<file path="src/rtl/atm_bank_resp_pkg.sv">
// Shared types for the ATM bank responder and the ATM-side sequencer.
// Holds the request opcodes, response status codes and responder FSM states.
package atm_bank_resp_pkg;

  localparam int unsigned DATA_W = 16;
  localparam int unsigned CNT_W  = 4;

  typedef enum logic [1:0] {
    OP_PIN_CHECK   = 2'd0,
    OP_WITHDRAW    = 2'd1,
    OP_BALANCE     = 2'd2,
    OP_END_SESSION = 2'd3
  } op_e;

  typedef enum logic [2:0] {
    ST_OK      = 3'd0,
    ST_BAD_PIN = 3'd1,
    ST_LOCKED  = 3'd2,
    ST_NO_AUTH = 3'd3,
    ST_INSUFF  = 3'd4,
    ST_BAD_AMT = 3'd5
  } status_e;

  typedef enum logic [1:0] {
    S_IDLE = 2'd0,
    S_BUSY = 2'd1,
    S_RESP = 2'd2
  } state_e;

endpackage

</file>
<file path="src/rtl/atm_pin_guard.sv">
// PIN guard: compares the PIN, counts consecutive wrong entries and holds the
// lock flag. Only reset clears the lock.
module atm_pin_guard
  import atm_bank_resp_pkg::*;
#(
  parameter logic [DATA_W-1:0] PIN_VALUE = 16'h1234,
  parameter int unsigned       MAX_TRIES = 3
) (
  input  logic              clk_i,
  input  logic              reset_i,
  input  logic              commit_i,
  input  logic [DATA_W-1:0] pin_i,
  output logic              locked_o,
  output logic              pin_match_o,
  output logic              lock_now_o
);

  localparam int unsigned TW = $clog2(MAX_TRIES + 1);

  logic [TW-1:0] tries_q, tries_d;
  logic          locked_q, locked_d;
  logic [TW:0]   triesInc;

  assign triesInc    = {1'b0, tries_q} + (TW+1)'(1);
  assign pin_match_o = (pin_i == PIN_VALUE);
  assign lock_now_o  = !locked_q && !pin_match_o && (triesInc == (TW+1)'(MAX_TRIES));
  assign locked_o    = locked_q;

  always_comb begin
    tries_d  = tries_q;
    locked_d = locked_q;
    if (commit_i && !locked_q) begin
      if (pin_match_o) begin
        tries_d = '0;
      end else begin
        tries_d = triesInc[TW-1:0];
        if (lock_now_o) locked_d = 1'b1;
      end
    end
  end

  always_ff @(posedge clk_i) begin
    if (reset_i) begin
      tries_q  <= '0;
      locked_q <= 1'b0;
    end else begin
      tries_q  <= tries_d;
      locked_q <= locked_d;
    end
  end

endmodule

</file>
<file path="src/rtl/atm_bank_resp.sv">
// Bank-side responder for ATM requests: accepts one request at a time, waits a
// fixed processing delay, then holds a response until the ATM takes it.
module atm_bank_resp
  import atm_bank_resp_pkg::*;
#(
  parameter logic [DATA_W-1:0] PIN_VALUE    = 16'h1234,
  parameter logic [DATA_W-1:0] INIT_BALANCE = 16'd10000,
  parameter int unsigned       PROC_CYCLES  = 4,
  parameter int unsigned       MAX_TRIES    = 3
) (
  input  logic              clk_i,
  input  logic              reset_i,
  input  logic              card_removed_i,
  input  logic              req_valid_i,
  output logic              req_ready_o,
  input  logic [1:0]        req_op_i,
  input  logic [DATA_W-1:0] req_data_i,
  output logic              rsp_valid_o,
  input  logic              rsp_ready_i,
  output logic [2:0]        rsp_status_o,
  output logic [DATA_W-1:0] rsp_balance_o
);

  state_e            state_q;
  logic [CNT_W-1:0]  cnt_q;
  op_e               op_q;
  logic [DATA_W-1:0] data_q;
  logic [DATA_W-1:0] balance_q, balance_d;
  logic              auth_q, auth_d;
  status_e           rsp_status_q, rsp_status_d;
  logic [DATA_W-1:0] rsp_balance_q, rsp_balance_d;
  logic              req_ready_q;
  logic              rsp_valid_q;

  logic accept, busyDone, commit;
  logic locked, pinMatch, lockNow;

  assign accept   = req_valid_i && req_ready_q && !card_removed_i;
  assign busyDone = (state_q == S_BUSY) && (cnt_q == CNT_W'(PROC_CYCLES));
  assign commit   = busyDone && !card_removed_i;

  atm_pin_guard #(
    .PIN_VALUE (PIN_VALUE),
    .MAX_TRIES (MAX_TRIES)
  ) u_pin_guard (
    .clk_i       (clk_i),
    .reset_i     (reset_i),
    .commit_i    (commit && (op_q == OP_PIN_CHECK)),
    .pin_i       (data_q),
    .locked_o    (locked),
    .pin_match_o (pinMatch),
    .lock_now_o  (lockNow)
  );

  // Outcome of the captured request, committed on the edge that enters RESP.
  always_comb begin
    rsp_status_d = ST_OK;
    balance_d    = balance_q;
    auth_d       = auth_q;
    case (op_q)
      OP_PIN_CHECK: begin
        if (locked) begin
          rsp_status_d = ST_LOCKED;
        end else if (pinMatch) begin
          auth_d = 1'b1;
        end else if (lockNow) begin
          rsp_status_d = ST_LOCKED;
          auth_d       = 1'b0;
        end else begin
          rsp_status_d = ST_BAD_PIN;
        end
      end
      OP_WITHDRAW: begin
        if (locked)                   rsp_status_d = ST_LOCKED;
        else if (!auth_q)             rsp_status_d = ST_NO_AUTH;
        else if (data_q == '0)        rsp_status_d = ST_BAD_AMT;
        else if (data_q > balance_q)  rsp_status_d = ST_INSUFF;
        else                          balance_d    = balance_q - data_q;
      end
      OP_BALANCE: begin
        if (locked)       rsp_status_d = ST_LOCKED;
        else if (!auth_q) rsp_status_d = ST_NO_AUTH;
      end
      OP_END_SESSION: auth_d = 1'b0;
      default: ;
    endcase
    rsp_balance_d = auth_d ? balance_d : '0;
  end

  // Card removal drops authentication everywhere and aborts any open transaction.
  always_ff @(posedge clk_i) begin
    if (reset_i) begin
      state_q       <= S_IDLE;
      cnt_q         <= '0;
      op_q          <= OP_PIN_CHECK;
      data_q        <= '0;
      balance_q     <= INIT_BALANCE;
      auth_q        <= 1'b0;
      rsp_status_q  <= ST_OK;
      rsp_balance_q <= '0;
      req_ready_q   <= 1'b1;
      rsp_valid_q   <= 1'b0;
    end else begin
      if (card_removed_i) auth_q <= 1'b0;
      case (state_q)
        S_IDLE: begin
          if (accept) begin
            op_q        <= op_e'(req_op_i);
            data_q      <= req_data_i;
            cnt_q       <= '0;
            state_q     <= S_BUSY;
            req_ready_q <= 1'b0;
          end
        end
        S_BUSY: begin
          if (card_removed_i) begin
            cnt_q       <= '0;
            state_q     <= S_IDLE;
            req_ready_q <= 1'b1;
          end else if (busyDone) begin
            cnt_q         <= '0;
            state_q       <= S_RESP;
            rsp_valid_q   <= 1'b1;
            rsp_status_q  <= rsp_status_d;
            rsp_balance_q <= rsp_balance_d;
            balance_q     <= balance_d;
            auth_q        <= auth_d;
          end else begin
            cnt_q <= cnt_q + CNT_W'(1);
          end
        end
        S_RESP: begin
          if (card_removed_i || rsp_ready_i) begin
            state_q     <= S_IDLE;
            rsp_valid_q <= 1'b0;
            req_ready_q <= 1'b1;
          end
        end
        default: begin
          state_q     <= S_IDLE;
          rsp_valid_q <= 1'b0;
          req_ready_q <= 1'b1;
        end
      endcase
    end
  end

  assign req_ready_o   = req_ready_q;
  assign rsp_valid_o   = rsp_valid_q;
  assign rsp_status_o  = rsp_status_q;
  assign rsp_balance_o = rsp_balance_q;

endmodule

</file>
<file path="config.mk">
export PLATFORM = sky130hd
export DESIGN_NAME = atm_bank_resp
export DESIGN_NICKNAME = d
export VERILOG_FILES = /design/src/rtl/atm_bank_resp_pkg.sv /design/src/rtl/atm_pin_guard.sv /design/src/rtl/atm_bank_resp.sv
export SDC_FILE = /design/constraint.sdc
export NUM_CORES = 1
export LEC_CHECK = 0
export ABC_AREA = 1
export BUFFER_PORTS_ARGS = -buffer_cell sky130_fd_sc_hd__buf_2
export CELL_PAD_IN_SITES_DETAIL_PLACEMENT = 1
export CELL_PAD_IN_SITES_GLOBAL_PLACEMENT = 1
export CORE_ASPECT_RATIO = 1.5
export CORE_MARGIN = 2
export CORE_UTILIZATION = 35
export DETAILED_ROUTE_END_ITERATION = 12
export GPL_TIMING_DRIVEN = 0
export PLACE_DENSITY = 0.74
export SLEW_MARGIN = 25
export SYNTH_ARGS = -nofsm -noshare
export SYNTH_HDL_FRONTEND = slang
export SYNTH_SLANG_ARGS = --single-unit
</file>
<file path="constraint.sdc">
create_clock -name clk_i -period 6.1 [get_ports clk_i]
set_input_delay 0.915 -clock clk_i [delete_from_list [all_inputs] [get_ports clk_i]]
set_output_delay 0.915 -clock clk_i [all_outputs]
set_load 0.05 [all_outputs]
</file>
==> results.json, run 1 <==
{
  "syn-num-nets": 661,
  "drv_cap": 0,
  "synth_most_common_cell": "nand2_1",
  "ant_nets": 0,
  "min_path_type": "reg -> reg",
  "start_util": 0.3604,
  "synth_top_area_share": 0.3132,
  "synth_cell_type_count": 37,
  "htree_levels": 3,
  "grt_max_degree": 13,
  "cp_slowest_cell": "fa_1",
  "ys.flop_type": "dfxtp_1",
  "crit_type": "reg -> reg",
  "insertion_delay_ns": 0.34,
  "slew_headroom": 0.5705,
  "clock_path_buffers": 2,
  "worstPathRequired_ns": 6.36,
  "p_per_area_nw_per_um2": 259.3,
  "grt_overflow_total": 0,
  "fin_crit_sh": 0.4191,
  "drcViolationCount": 0,
  "avgSynthCellArea_um2": 6.779,
  "setup_tns_ns": 0,
  "io_buffers": 43,
  "cts_buffers": 9,
  "die_height_um": 137.4,
  "seq_area_frac_synth": 0.3132,
  "power_mw": 1.277,
  "cp_common_cell": "nand2_4",
  "reg2reg_depth": 15,
  "period_minus_slack_ns": 2.556,
  "place_area_um2": 4558,
  "worstPathArrival_ns": 2.82,
  "wl_um": 13350,
  "cts_resized": 0,
  "antenna_found_initial": 0,
  "fin_cells": 822,
  "synth.largest_area_cell": "dfxtp_1",
  "worst_pin_slew_ns": 0.6443,
  "row_count": 48,
  "synth_cells": 613,
  "min_from": "rsp_balance_o[3]$_SDFFE_PP0P_",
  "synth_edf_count": 0,
  "netlist_top_cells_area": "dfxtp_1, nand2_1, inv_1, a21oi_1, ha_1",
  "grt_pass1_wl_um": 21630,
  "max-vdd-ir-drop_v": 0.0001371,
  "cp_max_fo": 10,
  "rsz0062_at_grt": "no",
  "tritoncts": "built",
  "postLayoutCoreUtil": 0.4271,
  "place.gp.congestion": 0.8671,
  "whs_endpoint": "rsp_balance_o[3]$_SDFFE_PP0P_",
  "timing.rr.start": "balance_q[0]$_SDFFE_PP0P_",
  "reg2reg_slack_ns": 3.54,
  "clkSinkCount": 65,
  "finalSetupViolCount": 0,
  "crit_chain": "inv_1 > ha_1 > fa_1 > inv_1 > nand3_1 > nand2_2 > nand2_2 > nand2_4 > nand2_4 > nand2_4 > nand3_4 > buf_12 > nand2_4 > nand4_1 > a21oi_1",
  "skew_ns": 0.006818,
  "cts_setup_buffers": 0,
  "start_kind": "flip-flop",
  "finalNetCount": 715,
  "die_x_um": 92.97,
  "cts-root-buf": "clkbuf_16",
  "finish.instance_area_um2": 4925,
  "synth_area_um2": 4155,
  "ioPinCount": 44,
  "async_flop_share": 0,
  "drt-initial-drc-count": 118,
  "place_ws_ns": 3.532,
  "firstDrtPassIters": 4,
  "hpwlAfterDp_um": 10680,
  "critical-path-max-stage-delay_ns": 0.42,
  "wl_per_cell_um": 16.24,
  "hold_violations": 0,
  "num_antenna_cells": 0,
  "area_growth_pct": 18.52,
  "fin_hold_ws_ns": 0.4639,
  "status": "complete, no violations",
  "vias_per_cell": 5.146,
  "grt_pass1_vias": 4441,
  "rr_endpoint": "rsp_balance_o[14]$_SDFFE_PP0P_",
  "ctsHoldBuffers": 0,
  "core_um2": 11530,
  "final_max_slew_viol_count": 0,
  "track_usage": 0.2216,
  "die_area_um2": 12780,
  "cp-end-kind": "flip-flop",
  "min_path_cells": 2,
  "finalWorstSetupSlack_ns": 3.544,
  "clk_pin_slew_worst_paths_ns": 0.06,
  "vias": 4230,
  "ys_seq_elements": 65,
  "yosys-top-cells-count": "nand2_1, inv_1, dfxtp_1",
  "fmax_mhz": 391.2,
  "p_leak_nw": 2.290,
  "drive_above_1_share": 0.1488,
  "dp_cells": 806,
  "ys_warn_count": 0
}
[layout by cell type, fill, tap and decap left out, drive strengths merged, types with 2 or more instances in the layout]
| cell type | n |
|---|---|
| o211ai | 7 |
| nor3 | 7 |
| xnor2 | 7 |
| a21oi | 66 |
| dfxtp | 65 |
| nand4 | 27 |
| bufinv | 4 |
| o21ai | 23 |
| buf | 49 |
| nor2 | 44 |
| nand2 | 175 |
| nand3 | 40 |
| nand3b | 3 |
| inv | 100 |
| ha | 24 |
| and2 | 2 |
| clkbuf | 22 |
[final cells by class]
type,instances,area [µm²]
plain buffers,18,141.4
clock buffers,10,229.0
clock inverters,6,137.6
fillers,1554,6606
inverters,99,371.6
multi-input cells,431,2341
flip-flops and latches,65,1301
well taps,150,187.7
repair buffers,43,215.2
[state kept, by name, indices dropped and copies added (netlist names), 2 cells and up]
name / cells
rsp_status_o: 3
cnt_q: 4
data_q: 16
u_pin_guard.tries_q: 2
balance_q: 16
rsp_balance_o: 16
op_q: 2
state_q: 2
[power breakdown]
group / total, mW / internal [mW] / switching (mW)
logic: 0.186 / 0.0611 / 0.124
clock network: 0.648 / 0.444 / 0.204
registers: 0.443 / 0.436 / 0.00786
total: 1.28 / 0.940 / 0.337
[kinds of logic (layout without fill, tap and decap cells)]
group | Yosys count | count (layout) | share of synthesized area
AOI/OAI and AO/OA | 100 | 100 | 0.1295
xor gates and xnor gates | 7 | 7 | 0.01475
adders and majority gates | 25 | 25 | 0.07709
buffers and inverters | 117 | 176 | 0.1235
DFF | 65 | 65 | 0.3132
and+or+nand+nor | 299 | 299 | 0.3421
[worst max path at each step]
stage	start	end	cells after the start
2_1_floorplan	balance_q[0]$_SDFFE_PP0P_	rsp_balance_o[13]$_SDFFE_PP0P_	15
3_3_place_gp	card_removed_i	op_q[0]$_SDFFE_PP0P_	8
3_5_place_dp	card_removed_i	data_q[8]$_SDFFE_PP0P_	8
4_1_cts	balance_q[0]$_SDFFE_PP0P_	rsp_balance_o[14]$_SDFFE_PP0P_	15
5_1_grt	balance_q[0]$_SDFFE_PP0P_	rsp_balance_o[14]$_SDFFE_PP0P_	15
6_report	balance_q[0]$_SDFFE_PP0P_	rsp_balance_o[14]$_SDFFE_PP0P_	15
[layer usage]
layer / vias to the layer above / share of wire / GRT usage
met4: 0 / 0.045 / 0.1111
met3: 39 / 0.026 / 0.03392
met1: 2023 / 0.37 / 0.2215
li1: 2097 / - / -
met2: 71 / 0.56 / 0.4356
met5: - / 0 / 0
[worst max-delay path: cells and delay by family, from the launching register on]
kind	cells	cell delay [ns]
adders and majority gates	2	0.63
and+or+nand+nor	9	0.90
buffers and inverters	3	0.45
DFF	1	0.33
AOI/OAI and AO/OA	1	0.17
Power figures use the tool's default switching activity.
==> run 2, diff against run 1 <==
- clock period: 6.1 -> 2.68 ns (I/O delays scaled with it)
==> results.json, run 2 (synthesis gave the netlist of run 1 again) <==
{
  "tritoncts": "built",
  "grt_overflow_total": 0,
  "hpwlAfterDp_um": 10680,
  "start_util": 0.3604,
  "fin_hold_ws_ns": 0.2963,
  "finalNetCount": 717,
  "drcViolationCount": 0,
  "finalSetupViolCount": 0,
  "clkSinkCount": 65,
  "core_um2": 11530,
  "worst_pin_slew_ns": 0.6525,
  "p_per_area_nw_per_um2": 588.3,
  "vias_per_cell": 5.121,
  "drive_above_1_share": 0.1528,
  "max-vdd-ir-drop_v": 0.0003122,
  "top_layer": "met4",
  "hold_violations": 0,
  "setup_tns_ns": 0,
  "grt_pass1_wl_um": 21630,
  "reg2reg_slack_ns": 0.18,
  "fin_crit_sh": 0.9344,
  "cts_buffers": 9,
  "worstPathRequired_ns": 2.95,
  "track_usage": 0.2216,
  "clock_path_buffers": 2,
  "status": "complete, no violations",
  "cp_slowest_cell": "fa_1",
  "cp_common_cell": "nand2_4",
  "firstDrtPassIters": 4,
  "num_antenna_cells": 0,
  "die_area_um2": 12780,
  "crit_chain": "inv_1 > ha_1 > fa_1 > inv_2 > nand3_1 > nand2_2 > nand2_2 > nand2_4 > nand2_4 > nand2_4 > nand3_4 > buf_12 > nand2_4 > nand4_1 > a21oi_1",
  "p_leak_nw": 2.298,
  "worstPathArrival_ns": 2.77,
  "place.gp.congestion": 0.8671,
  "start_kind": "flip-flop",
  "htree_levels": 3,
  "crit_type": "reg -> reg",
  "grt_max_degree": 13,
  "grt_pass1_vias": 4441,
  "drt-initial-drc-count": 111,
  "io_buffers": 43,
  "insertion_delay_ns": 0.34,
  "fmax_mhz": 399.3,
  "cp-end-kind": "flip-flop",
  "layout_common_cells": "nand2_1, inv_1, dfxtp_1, a21oi_1, buf_2",
  "period_minus_slack_ns": 2.504,
  "die_height_um": 137.4,
  "slew_headroom": 0.5650,
  "drv_cap": 0,
  "final_max_slew_viol_count": 0,
  "skew_ns": 0.006504,
  "final_common_cell": "nand2_1",
  "vias": 4220,
  "rsz0062_at_grt": "no",
  "die_x_um": 92.97,
  "critical-path-max-stage-delay_ns": 0.43,
  "wl_um": 13360,
  "antenna_found_initial": 0,
  "row_count": 48,
  "wl_per_cell_um": 16.22,
  "min_path_type": "in -> reg",
  "wl_met2_um": 7508,
  "ant_nets": 0,
  "cts-root-buf": "clkbuf_16",
  "ioPinCount": 44,
  "wl_met3_um": 282,
  "wl_met1_um": 4972,
  "area_growth_pct": 18.88,
  "cp_max_fo": 10,
  "clk_pin_slew_worst_paths_ns": 0.06
}
run 2: changes by cell type in the layout (fill, tap and decap cells not counted):
cell   change
inv_1      -1
buf_4      +2
inv_2      +1
run 2: layout make-up:
type	count	area [µm²]
multi-input combinational	431	2341
clock buffer	10	229.0
buffer	18	141.4
fill	1554	6591
clock inverter	6	137.6
timing repair buffer	45	230.2
sequential	65	1301
tap	150	187.7
inverter	99	371.6
run 2: worst paths after layout:
check,from,end,cells past startpoint
setup / recovery,balance_q[0]$_SDFFE_PP0P_,rsp_balance_o[14]$_SDFFE_PP0P_,15
hold / removal,req_data_i[0],data_q[0]$_SDFFE_PP0P_,3
setup reg to reg,balance_q[0]$_SDFFE_PP0P_,rsp_balance_o[14]$_SDFFE_PP0P_,15
hold reg to reg,rsp_balance_o[3]$_SDFFE_PP0P_,rsp_balance_o[3]$_SDFFE_PP0P_,2
run 2: report_power, final:
group          switching (mW)  internal (mW)  leakage [nW]
combinational           0.283          0.139          1.59
clock                   0.465           1.01         0.178
sequential             0.0178          0.991         0.527
run 2: critical path, delay by kind of cell (launching register included):
kind | cells | cell delay, ns
AOI/OAI and AO/OA | 1 | 0.17
adders and majority gates | 2 | 0.64
buffers and inverters | 3 | 0.42
DFF | 1 | 0.33
and+or+nand+nor | 9 | 0.87
run 2: routing by layer:
metal	global-route usage	up-vias
met4	0.1111	0
li1	-	2100
met1	0.2215	2025
met5	0	-
met3	0.03392	39
met2	0.4356	56
run 2: repair_timing:
| item | 4_1_cts | 5_1_grt |
|---|---|---|
| gates resized for setup | 0 | 1 |
| hold buffers | 0 | 0 |
| endpoints found under the setup margin | 0 | 4 |
| buffers inserted | 0 | 2 |
run 2: through the flow:
step / worst slack [ns] / util / power [mW] / std cells / area (µm²)
2_1_floorplan: 0.5719 / - / 1.325 / 613 / 4155
3_3_place_gp: 0.2493 / 0.3953 / 1.437 / 806 / 4558
3_5_place_dp: 0.1498 / 0.3953 / 1.450 / 806 / 4558
4_1_cts: 0.1230 / 0.4271 / 2.931 / 822 / 4925
5_1_grt: 0.02893 / 0.4284 / 3.026 / 824 / 4940
6_report: 0.1757 / 0.4284 / 2.906 / 824 / 4940
==> run 3, diff against run 2 <==
- RECOVER_POWER: not set -> 100
==> results.json, run 3 (synthesis gave the netlist of run 1 again) <==
{
  "fill_cells": 1568,
  "grt_pass1_wl_um": 21630,
  "htree_levels": 3,
  "grt_max_degree": 13,
  "dp_cells": 806,
  "min_path_cells": 3,
  "insertion_delay_ns": 0.34,
  "hold_violations": 0,
  "fin_hold_ws_ns": 0.2956,
  "ant_nets": 0,
  "wl_per_cell_um": 16.22,
  "vias_per_cell": 5.138,
  "die_x_um": 92.97,
  "final_max_slew_viol_count": 0,
  "start_kind": "flip-flop",
  "place.gp.congestion": 0.8671,
  "tritoncts": "built",
  "postLayoutCoreUtil": 0.4206,
  "reg2reg_depth": 15,
  "track_usage": 0.2216,
  "wl_um": 13360,
  "finalSetupViolCount": 0,
  "clkSinkCount": 65,
  "drt-initial-drc-count": 123,
  "slew_headroom": 0.5698,
  "drcViolationCount": 0,
  "status": "complete, no violations",
  "io_buffers": 43,
  "finalNetCount": 717,
  "fin_crit_sh": 0.9287,
  "worst_pin_slew_ns": 0.6453,
  "period_minus_slack_ns": 2.489,
  "worstPathRequired_ns": 2.95,
  "min_path_type": "in -> reg",
  "p_per_area_nw_per_um2": 599.2,
  "core_um2": 11530,
  "antenna_found_initial": 0,
  "crit_type": "reg -> reg",
  "final_common_cell": "nand2_1",
  "place_area_um2": 4558,
  "die_area_um2": 12780,
  "drive_above_1_share": 0.1068,
  "area_growth_pct": 16.71,
  "drv_cap": 0,
  "row_count": 48,
  "cts-root-buf": "clkbuf_16",
  "grt_overflow_total": 0,
  "cp_max_fo": 10,
  "cp-end-kind": "flip-flop",
  "firstDrtPassIters": 4,
  "clk_pin_slew_worst_paths_ns": 0.06,
  "hpwlAfterDp_um": 10680,
  "worstPathArrival_ns": 2.75,
  "die_height_um": 137.4,
  "start_util": 0.3604,
  "ctsHoldBuffers": 0,
  "vias": 4234,
  "clock_path_buffers": 2,
  "setup_tns_ns": 0,
  "fmax_mhz": 401.8,
  "max-vdd-ir-drop_v": 0.0003135,
  "finish.instance_area_um2": 4850,
  "rsz0062_at_grt": "no",
  "reg2reg_slack_ns": 0.19,
  "fin_cells": 824,
  "skew_ns": 0.007511,
  "cts_buffers": 9,
  "layout_common_cells": "nand2_1, inv_1, dfxtp_1, a21oi_1, nor2_1",
  "p_leak_nw": 2.199,
  "ioPinCount": 44,
  "grt_pass1_vias": 4441,
  "num_antenna_cells": 0
}
## run 3: changes by cell type in the layout (fill, tap and decap cells not counted)
cell / delta
buf_2: -22
clkbuf_1: +22
nand2_1: +8
nand2_4: -8
buf_4: -2
clkbuf_4: +2
nor2_1: +1
nor2_2: -1
## run 3: final cells by class
cell class / instances / area, µm² / area share
Buffer: 18 / 140.1 / 0.02890
Clock buffer: 10 / 229.0 / 0.04721
Clock inverter: 6 / 137.6 / 0.02838
Timing Repair Buffer: 45 / 203.9 / 0.04205
Multi-Input combinational cell: 431 / 2278 / 0.4698
Tap cell: 150 / 187.7 / 0.03870
Inverter: 99 / 371.6 / 0.07663
Sequential cell: 65 / 1301 / 0.2683
## run 3: power breakdown
part           leakage, nW  switching, mW  internal, mW
registers            0.527         0.0177         0.991
logic                 1.49          0.283         0.139
clock network        0.178          0.466          1.01
total                 2.20          0.766          2.14
## run 3: what timing repair did
| action | CTS | global route |
|---|---|---|
| endpoints found under the setup margin | 0 | 4 |
| setup buffers | 0 | 2 |
| endpoints found under the hold margin | 0 | 0 |
| resized for setup | 0 | 1 |
## run 3: final timing paths
check                           startpoint                        endpoint
min reg2reg  rsp_balance_o[3]$_SDFFE_PP0P_   rsp_balance_o[3]$_SDFFE_PP0P_
min                          req_data_i[0]          data_q[0]$_SDFFE_PP0P_
max reg2reg      balance_q[0]$_SDFFE_PP0P_  rsp_balance_o[14]$_SDFFE_PP0P_
max              balance_q[0]$_SDFFE_PP0P_  rsp_balance_o[14]$_SDFFE_PP0P_
## run 3: critical path, stage by stage (launching register included)
cell     delay, ns
dfxtp_1       0.33
inv_1         0.08
ha_1          0.19
fa_1          0.43
inv_2         0.11
nand3_1       0.08
nand2_2       0.11
nand2_2       0.07
nand2_4       0.08
nand2_4       0.05
nand2_4       0.12
nand3_4       0.14
buf_12        0.19
nand2_1       0.08
nand4_1       0.16
a21oi_1       0.18
## run 3: per-stage QoR
step	setup WS, ns	power (mW)
floorplan	0.5719	1.325
global placement	0.2493	1.437
detailed placement	0.1498	1.450
CTS	0.1230	2.931
global route	0.04982	3.025
finish	0.1910	2.906
## run 3: per-layer routing
| layer | vias to the layer above | track usage | part of all wire |
|---|---|---|---|
| li1 | 2099 | - | - |
| met1 | 2032 | 0.2215 | 0.37 |
| met2 | 64 | 0.4356 | 0.57 |
| met3 | 39 | 0.03392 | 0.022 |
| met4 | 0 | 0.1111 | 0.045 |
| met5 | - | 0 | 0 |
